[config.mk]
export PLATFORM = sky130hd
export DESIGN_NAME = aclk_controller
export DESIGN_NICKNAME = d
export VERILOG_FILES = /design/src/rtl/aclk_controller.sv
export SDC_FILE = /design/constraint.sdc
export NUM_CORES = 1
export LEC_CHECK = 0
export ABC_CLOCK_PERIOD_IN_PS = 1550
export CORE_AREA = 2 2 39 41
export DETAILED_ROUTE_END_ITERATION = 10
export DIE_AREA = 0 0 41 43
export MAX_ROUTING_LAYER = met4
export PLACE_DENSITY = 0.68
export SLEW_MARGIN = 20
export SYNTH_ARGS = -nofsm -noshare
export SYNTH_HDL_FRONTEND = slang
export SYNTH_SLANG_ARGS = --single-unit
[constraint.sdc]
create_clock -name clock -period 1.55 [get_ports clock]
set_input_delay 0.155 -clock clock [delete_from_list [all_inputs] [get_ports clock]]
set_output_delay 0.155 -clock clock [all_outputs]
set_load 0.005 [all_outputs]
[src/rtl/aclk_controller.sv]
// Alarm clock sequencing FSM: keypad entry, alarm view and commit strobes,
// with an inactivity timeout on key entry counted in one_second ticks.
module aclk_controller #(
  parameter int unsigned TIMEOUT_S = 10,
  parameter logic [3:0]  NOKEY     = 4'hA
) (
  input  logic       clock,
  input  logic       reset,
  input  logic       one_second,
  input  logic       alarm_button,
  input  logic       time_button,
  input  logic [3:0] key,
  output logic       show_alarm,
  output logic       show_new_time,
  output logic       shift,
  output logic       load_new_a,
  output logic       load_new_c
);

  localparam int unsigned CNT_W       = 4;
  localparam logic [CNT_W-1:0] TIMEOUT_CNT = CNT_W'(TIMEOUT_S);

  typedef enum logic [2:0] {
    SHOW_TIME  = 3'd0,
    KEY_STORED = 3'd1,
    KEY_WAITED = 3'd2,
    KEY_ENTRY  = 3'd3,
    SHOW_ALARM = 3'd4
  } state_t;

  state_t           state_q;
  state_t           state_d;
  logic [CNT_W-1:0] count_q;
  logic [CNT_W-1:0] count_d;
  logic             key_valid;
  logic             timeout;
  logic             in_entry;

  // Codes above 9 (including NOKEY) all mean "no key".
  assign key_valid = (key <= 4'd9) && (key != NOKEY);
  assign timeout   = (count_q == TIMEOUT_CNT);
  assign in_entry  = (state_q == KEY_WAITED) || (state_q == KEY_ENTRY);

  always_ff @(posedge clock or posedge reset) begin
    if (reset) begin
      state_q <= SHOW_TIME;
      count_q <= '0;
    end else begin
      state_q <= state_d;
      count_q <= count_d;
    end
  end

  // Inactivity counter: only live while waiting on the keypad, saturating.
  always_comb begin
    count_d = '0;
    if (in_entry) begin
      count_d = count_q;
      if (one_second && !timeout) begin
        count_d = count_q + CNT_W'(1);
      end
    end
  end

  // Next state and state/input decodes.
  always_comb begin
    state_d       = state_q;
    show_alarm    = 1'b0;
    show_new_time = 1'b0;
    shift         = 1'b0;
    load_new_a    = 1'b0;
    load_new_c    = 1'b0;
    case (state_q)
      SHOW_TIME: begin
        if (alarm_button) begin
          state_d = SHOW_ALARM;
        end else if (key_valid) begin
          state_d = KEY_STORED;
        end
      end
      KEY_STORED: begin
        show_new_time = 1'b1;
        shift         = 1'b1;
        state_d       = KEY_WAITED;
      end
      KEY_WAITED: begin
        show_new_time = 1'b1;
        if (timeout) begin
          state_d = SHOW_TIME;
        end else if (!key_valid) begin
          state_d = KEY_ENTRY;
        end
      end
      KEY_ENTRY: begin
        show_new_time = 1'b1;
        load_new_a    = alarm_button;
        load_new_c    = time_button && !alarm_button;
        if (alarm_button || time_button) begin
          state_d = SHOW_TIME;
        end else if (key_valid) begin
          state_d = KEY_STORED;
        end else if (timeout) begin
          state_d = SHOW_TIME;
        end
      end
      SHOW_ALARM: begin
        show_alarm = 1'b1;
        if (!alarm_button) begin
          state_d = SHOW_TIME;
        end
      end
      default: state_d = SHOW_TIME;
    endcase
  end

endmodule

==> results.md, run 1 <==
- # diodes: 0
- Remaining DRCs: 0
- Longest Clk Path Bufs: 2
- Area Growth Syn to Fin: 56.1%
- Clock skew: roughly 0.0028 ns
- Port-buffer cells: 12
- Hold Path Class: input pin to async pin
- WS Path Type: flop to primary output
- Clk sink count: 7
- Peak ir drop on the vdd network: ~0.00053 V
- Met1 Usage GRT: 17.3%
- Crit-path max FO: 3
- Die ar.: 0.00176 mm2
- Post-synthesis cell type count: 25
- Critical Path Sink Type: primary output
- Status: finished clean
- Max-slew violation count: 0
- PD cells: 1140 mW/mm2
- Fraction of layout instances using a drive strength above 1: a little under a third
- Lkg Pwr: approximately 0.37 nW
- All-Layer GR Usage: 15.0%
- Slew HR: 81.5%
- Top cells by area, synth: dfrtp_1 39%, o41ai_2 7.3%, ha_1 5.6%
- Area share of the largest cell type after synthesis: around two fifths
- GRT busiest layer: met2
- Mux contribution to synthesized area: 0%
- Met2 track demand over resource: 25.0%
- CTS tree: yes
- Met3 Usage GRT: between 3 and 4%
- H-tree levels: 1
- YS warnings: 0
- Root buf cell: clkbuf_4
- First-pass GRT wire length: about 1.8 mm
- Vias in the first global route: between 400 and 500
- Max Clock Freq: ~0.69 GHz
- 1st-pass router iterations: 2
- Placement Setup Slack: between 0.03 and 0.04 ns
- CTS Buf Count: 3
- Simple-gate share of the synthesized area: between 20% and 30%
- Core Util, Final: around 50%
- Required time at the worst-slack endpoint: around 1.4 ns
- Compound-Gate Fraction of Synth Area: a little under a quarter
- Die Height: roughly 43 um
- Critical Path AT: 1.29 ns
- Syn_area_per_cell: approximately 10 um2
- Post-synth top area cell: dfrtp_1
- Largest net degree at the start of global routing: 9
- Layout net count: around 80
- Slew @ Worst Pin: about 0.28 ns
- Via count: about 420
- Initial antenna violation count: 0
- Chip Width: 41 um
- Final hold vios: 0
- Starting density of the core: roughly 32%
- Adder-Cell Fraction of Synth Area: roughly 5.6%
- Post-DP HPWL: between 700 and 800 um
- WL/cell: roughly 12 um
- Core area: ~0.0014 mm2
- CTS hold repair buffers: 0
- Clock transition at path regs: 0.05 ns
- RSZ-0062 raised after global routing: no
- Endpoints failing setup: 0
- Row count: 14
- Iteration-0 DRC Markers: 4
- Post-Synth XOR/XNOR Area: 1.97%
- Number of fill cells in the layout: approximately 140
- Cells after Synth: 44
- Ports: 14
- Detail Route Antenna Nets: 0
- Mapped cell area: 444 um2
- Post-Route WL: between 1 and 1.5 mm
- Worst setup SP type: flop
- Placer Congestion: roughly 0.7
- Main combinational cell family by area after synthesis: simple AND/OR/NAND/NOR gates
- Clk Latency, worst-skew pair: 0.24 ns
- Post-synthesis register bit count: 7
- Final setup margin: a little over 0.1 ns
- Maximum Capacitance Violations: 0
- GRT overflow: 0
- Final period util: between 90% and 100%
- Sequential-to-total area share from yosys stat: between 30% and 40%
- Minimum clock period: between 1 and 1.5 ns
- Via/cell ratio: approximately 5
- Synth Net Count: 55
-- power breakdown --
group,internal [W],total (W),switching (W)
clock,0.0000979,0.000161,0.0000626
combinational,0.000202,0.000360,0.000158
sequential,0.000221,0.000270,0.0000483
total,0.000521,0.000790,0.000269
-- through the flow --
stage                     instance area (um2)  power (W)  cells  TNS (ns)  hold WS, ns
after floorplan                           444   0.000412     44         0      -0.0416
after global placement                    629   0.000565     78         0        0.399
after detailed placement                  629   0.000570     78         0        0.408
after CTS                                 681   0.000769     84    -0.114        0.141
after global routing                      693   0.000863     85         0        0.171
final                                     693   0.000790     85         0        0.140
-- cells in the mapped netlist, drive strengths merged --
library cell / n
ha: 2
nor2b: 2
and2: 2
xor2: 1
a211oi: 1
o21a: 1
nor2: 4
a21oi: 3
nand3b: 1
a21o: 1
nand2b: 1
inv: 4
a31oi: 1
and3: 1
dfrtp: 7
o21ai: 1
nand2: 2
a311oi: 1
nand3: 1
a41o: 1
nor3b: 2
o41ai: 2
nand4: 2
-- path summary, 6_finish.rpt --
check | from | endpoint | slack, ns | depth (start not counted)
worst min-delay path | reset | count_q[1]$_DFFE_PP0P_ | 0.14 | 2
worst min register to register | count_q[3]$_DFFE_PP0P_ | count_q[3]$_DFFE_PP0P_ | 0.59 | 2
min in group clock | count_q[3]$_DFFE_PP0P_ | count_q[3]$_DFFE_PP0P_ | 0.59 | 2
worst max register to register | count_q[0]$_DFFE_PP0P_ | state_q[1]$_DFFE_PP0P_ | 0.20 | 5
worst max-delay path | state_q[2]$_DFFE_PP0P_ | load_new_a | 0.10 | 4
max in group asynchronous | reset | state_q[0]$_DFFE_PP0P_ | 1.17 | 2
-- cells by family after synthesis --
| logic type | Yosys count |
|---|---|
| fa+ha+maj | 2 |
| simple gates | 18 |
| flops | 7 |
| buf+inv | 4 |
| compound gates | 12 |
| xor+xnor | 1 |
-- cell type report --
type                            count  area (um2)  area share (%)
Tap cell                           16        20.0            2.89
Clock buffer                        4        26.3            3.79
Inverter                            4        15.0            2.17
Timing Repair Buffer               21         183            26.4
Sequential cell                     7         176            25.5
Multi-Input combinational cell     33         273            39.4
-- repair_timing --
action                                  4_1_cts  5_1_grt
setup buffers                                 2        1
pin swaps                                     1        0
endpoints found under the setup margin        5        3
gates cloned                                  0        0
resized for setup                             9        5
-- registers in the layout, summed over array words and instances (netlist names) --
| signal | flops |
|---|---|
| state_q | 3 |
| count_q | 4 |
-- cells in the final DEF, fill, tap and decap left out, types with 2 or more instances in the layout --
cell type and count:
dfrtp_1 6, clkdlybuf4s50_1 7, clkbuf_4 3, nand2_1 2
nor2_1 3, a21oi_1 3, o41ai_2 2, buf_4 9
dlygate4sd2_1 2, inv_1 4, ha_1 2, and2_1 2
nand4_1 2
-- layer usage --
metal | share of wire [%] | wire (um)
met1 | 43 | 443
met2 | 51 | 526
met3 | 5.4 | 56
met4 | 1.2 | 12
met5 | 0 | 0
-- critical path: stages (launching register included) --
cell and delay (ns):
dfrtp_1 0.42, nor2b_2 0.15, buf_4 0.13, and3_1 0.15, clkdlybuf4s15_1 0.20
No activity file was read; power rests on OpenSTA's default activity.
==> run 2: changes to the inputs <==
--- a/config.mk
+++ b/config.mk
@@ -11,6 +11,7 @@
 export DIE_AREA = 0 0 41 43
 export MAX_ROUTING_LAYER = met4
 export PLACE_DENSITY = 0.68
+export SKIP_CTS_REPAIR_TIMING = 1
 export SLEW_MARGIN = 20
 export SYNTH_ARGS = -nofsm -noshare
 export SYNTH_HDL_FRONTEND = slang
==> run 2 against run 1 <==
Net effect:
- the flow now finishes with violations (negative setup slack)
- combinational power shrank 8.3%
- via count shrank 5.0%
- non-clock buffer count shrank 3
- cell count shrank 3.5%
- register-to-register slack gained 0.05 ns
- largest cell class unchanged
- largest power group unchanged
==> results.md, run 2 (synthesized netlist as in run 1, its figures left out) <==
- Final instance area: 686 um2
- Vias in the first global route: about 400
- Final period util: 108%
- Initial antenna violation count: 0
- Clock transition at path regs: ~0.050 ns
- Row count: 14
- Starting density of the core: between 30% and 40%
- Status: complete, but fails checks
- Clock skew: a little under 0.003 ns
- Minimum clock period: roughly 1.7 ns
- Routed wl met3: between 50 and 60 um
- Placement-stage cell area: between 600 and 700 um2
- Longest Clk Path Bufs: 2
- Port-buffer cells: 12
- CTS Buf Count: 3
- Post-DP HPWL: 709 um
- Core area: approximately 0.0014 mm2
- WL/cell: between 10 and 15 um
- Critical Path Sink Type: primary output
- Crit-path max FO: 4
- Fraction of layout instances using a drive strength above 1: roughly 26%
- Iteration-0 DRC Markers: 4
- Slew HR: between 80% and 90%
- Area Growth Syn to Fin: 54.4%
- Top flop regs: count_q (4), state_q (3)
- Core Util, Final: 49.5%
- Required time at the worst-slack endpoint: around 1.4 ns
- Final hold vios: 0
- Largest net degree at the start of global routing: 9
- Slew @ Worst Pin: between 0.2 and 0.3 ns
- Post-Route WL: about 950 um
- All-Layer GR Usage: a little over an eighth
- Via/cell ratio: 4.88
- Placer Congestion: 0.703
- Top reg by flops: count_q
- First-pass GRT wire length: roughly 1.6 mm
- Worst setup SP type: flop
- Most frequent cells in the layout: 8 x clkdlybuf4s50_1, 7 x dfrtp_1, 6 x buf_4, 4 x inv_1, 4 x dlymetal6s2s_1
- Ports: 14
- Max-slew violation count: 0
- Peak ir drop on the vdd network: between 0.0005 and 0.0006 V
- Max Used Layer: met3
- Endpoints failing setup: 1
- H-tree levels: 1
- Critical Path AT: 1.51 ns
- Hold Path Class: input pin to async pin
- WS Path Type: flop to primary output
- Detail Route Antenna Nets: 0
- Lkg Pwr: roughly 0.40 nW
- Root buf cell: clkbuf_4
- 1st-pass router iterations: 3
- Final setup margin: -0.120 ns
- PD cells: about 1100 mW/mm2
- Clk Latency, worst-skew pair: around 0.24 ns
- CTS tree: yes
- Layout net count: a little under 80
- Clk sink count: 7
- RSZ-0062 raised after global routing: yes
- Via count: 400
- Met1 wire length: approximately 430 um
- Max Clock Freq: roughly 0.6 GHz
- Chip Width: a little over 40 um
- GRT overflow: 0
- # diodes: 0
- Maximum Capacitance Violations: 0
- Remaining DRCs: 0
- Commonest non-fill, non-tap cell in the layout: clkdlybuf4s50_1
- Failing checks: negative setup slack
- Die ar.: approximately 0.0018 mm2
- Max FFs per register: 4
- Die Height: around 43 um
- Met2 WL: about 460 um
## run 2: stage by stage
stage	worst slack, ns	TNS, ns	power (W)	std cells	hold WS, ns
final	-0.120	-0.120	0.000761	82	0.139
after global routing	-0.221	-0.221	0.000834	82	0.172
after CTS	-0.251	-0.862	0.000744	82	0.141
after detailed placement	0.0357	0	0.000570	78	0.408
after global placement	0.0324	0	0.000565	78	0.399
after floorplan	0.383	0	0.000412	44	-0.0416
## run 2: worst max-delay path, stage by stage, from the launching register on
cell	delay, ns
dfrtp_1	0.37
buf_4	0.16
nor2_4	0.11
and2_1	0.14
clkdlybuf4s50_1	0.49
## run 2: final timing paths
check / end / startpoint / slack, ns / cells after the start
setup reg to reg: state_q[1]$_DFFE_PP0P_ / count_q[0]$_DFFE_PP0P_ / 0.25 / 5
min in group clock: count_q[3]$_DFFE_PP0P_ / count_q[3]$_DFFE_PP0P_ / 0.59 / 2
setup / recovery: show_alarm / state_q[1]$_DFFE_PP0P_ / -0.12 / 4
hold / removal: count_q[1]$_DFFE_PP0P_ / reset / 0.14 / 2
max in group asynchronous: count_q[2]$_DFFE_PP0P_ / reset / 1.19 / 2
hold reg to reg: count_q[3]$_DFFE_PP0P_ / count_q[3]$_DFFE_PP0P_ / 0.59 / 2
## run 2: per-layer routing
| layer | GRT usage (%) | vias up |
|---|---|---|
| met4 | 4.00 | 0 |
| met1 | 16.3 | 182 |
| met5 | - | - |
| met2 | 21.6 | 12 |
| met3 | 3.14 | 0 |
| li1 | - | 206 |
## run 2: layout make-up
| type | count | area [um2] |
|---|---|---|
| sequential | 7 | 175 |
| inverter | 4 | 15.0 |
| clock buffer | 4 | 26.3 |
| fill | 134 | 698 |
| multi-input combinational | 33 | 274 |
| tap | 16 | 20.0 |
| timing repair buffer | 18 | 175 |
## run 2: where the power goes
part / switching (W) / total [W] / internal (W)
Sequential: 0.0000495 / 0.000269 / 0.000219
Clock: 0.0000643 / 0.000162 / 0.0000980
Combinational: 0.000142 / 0.000330 / 0.000188
Total: 0.000255 / 0.000761 / 0.000506
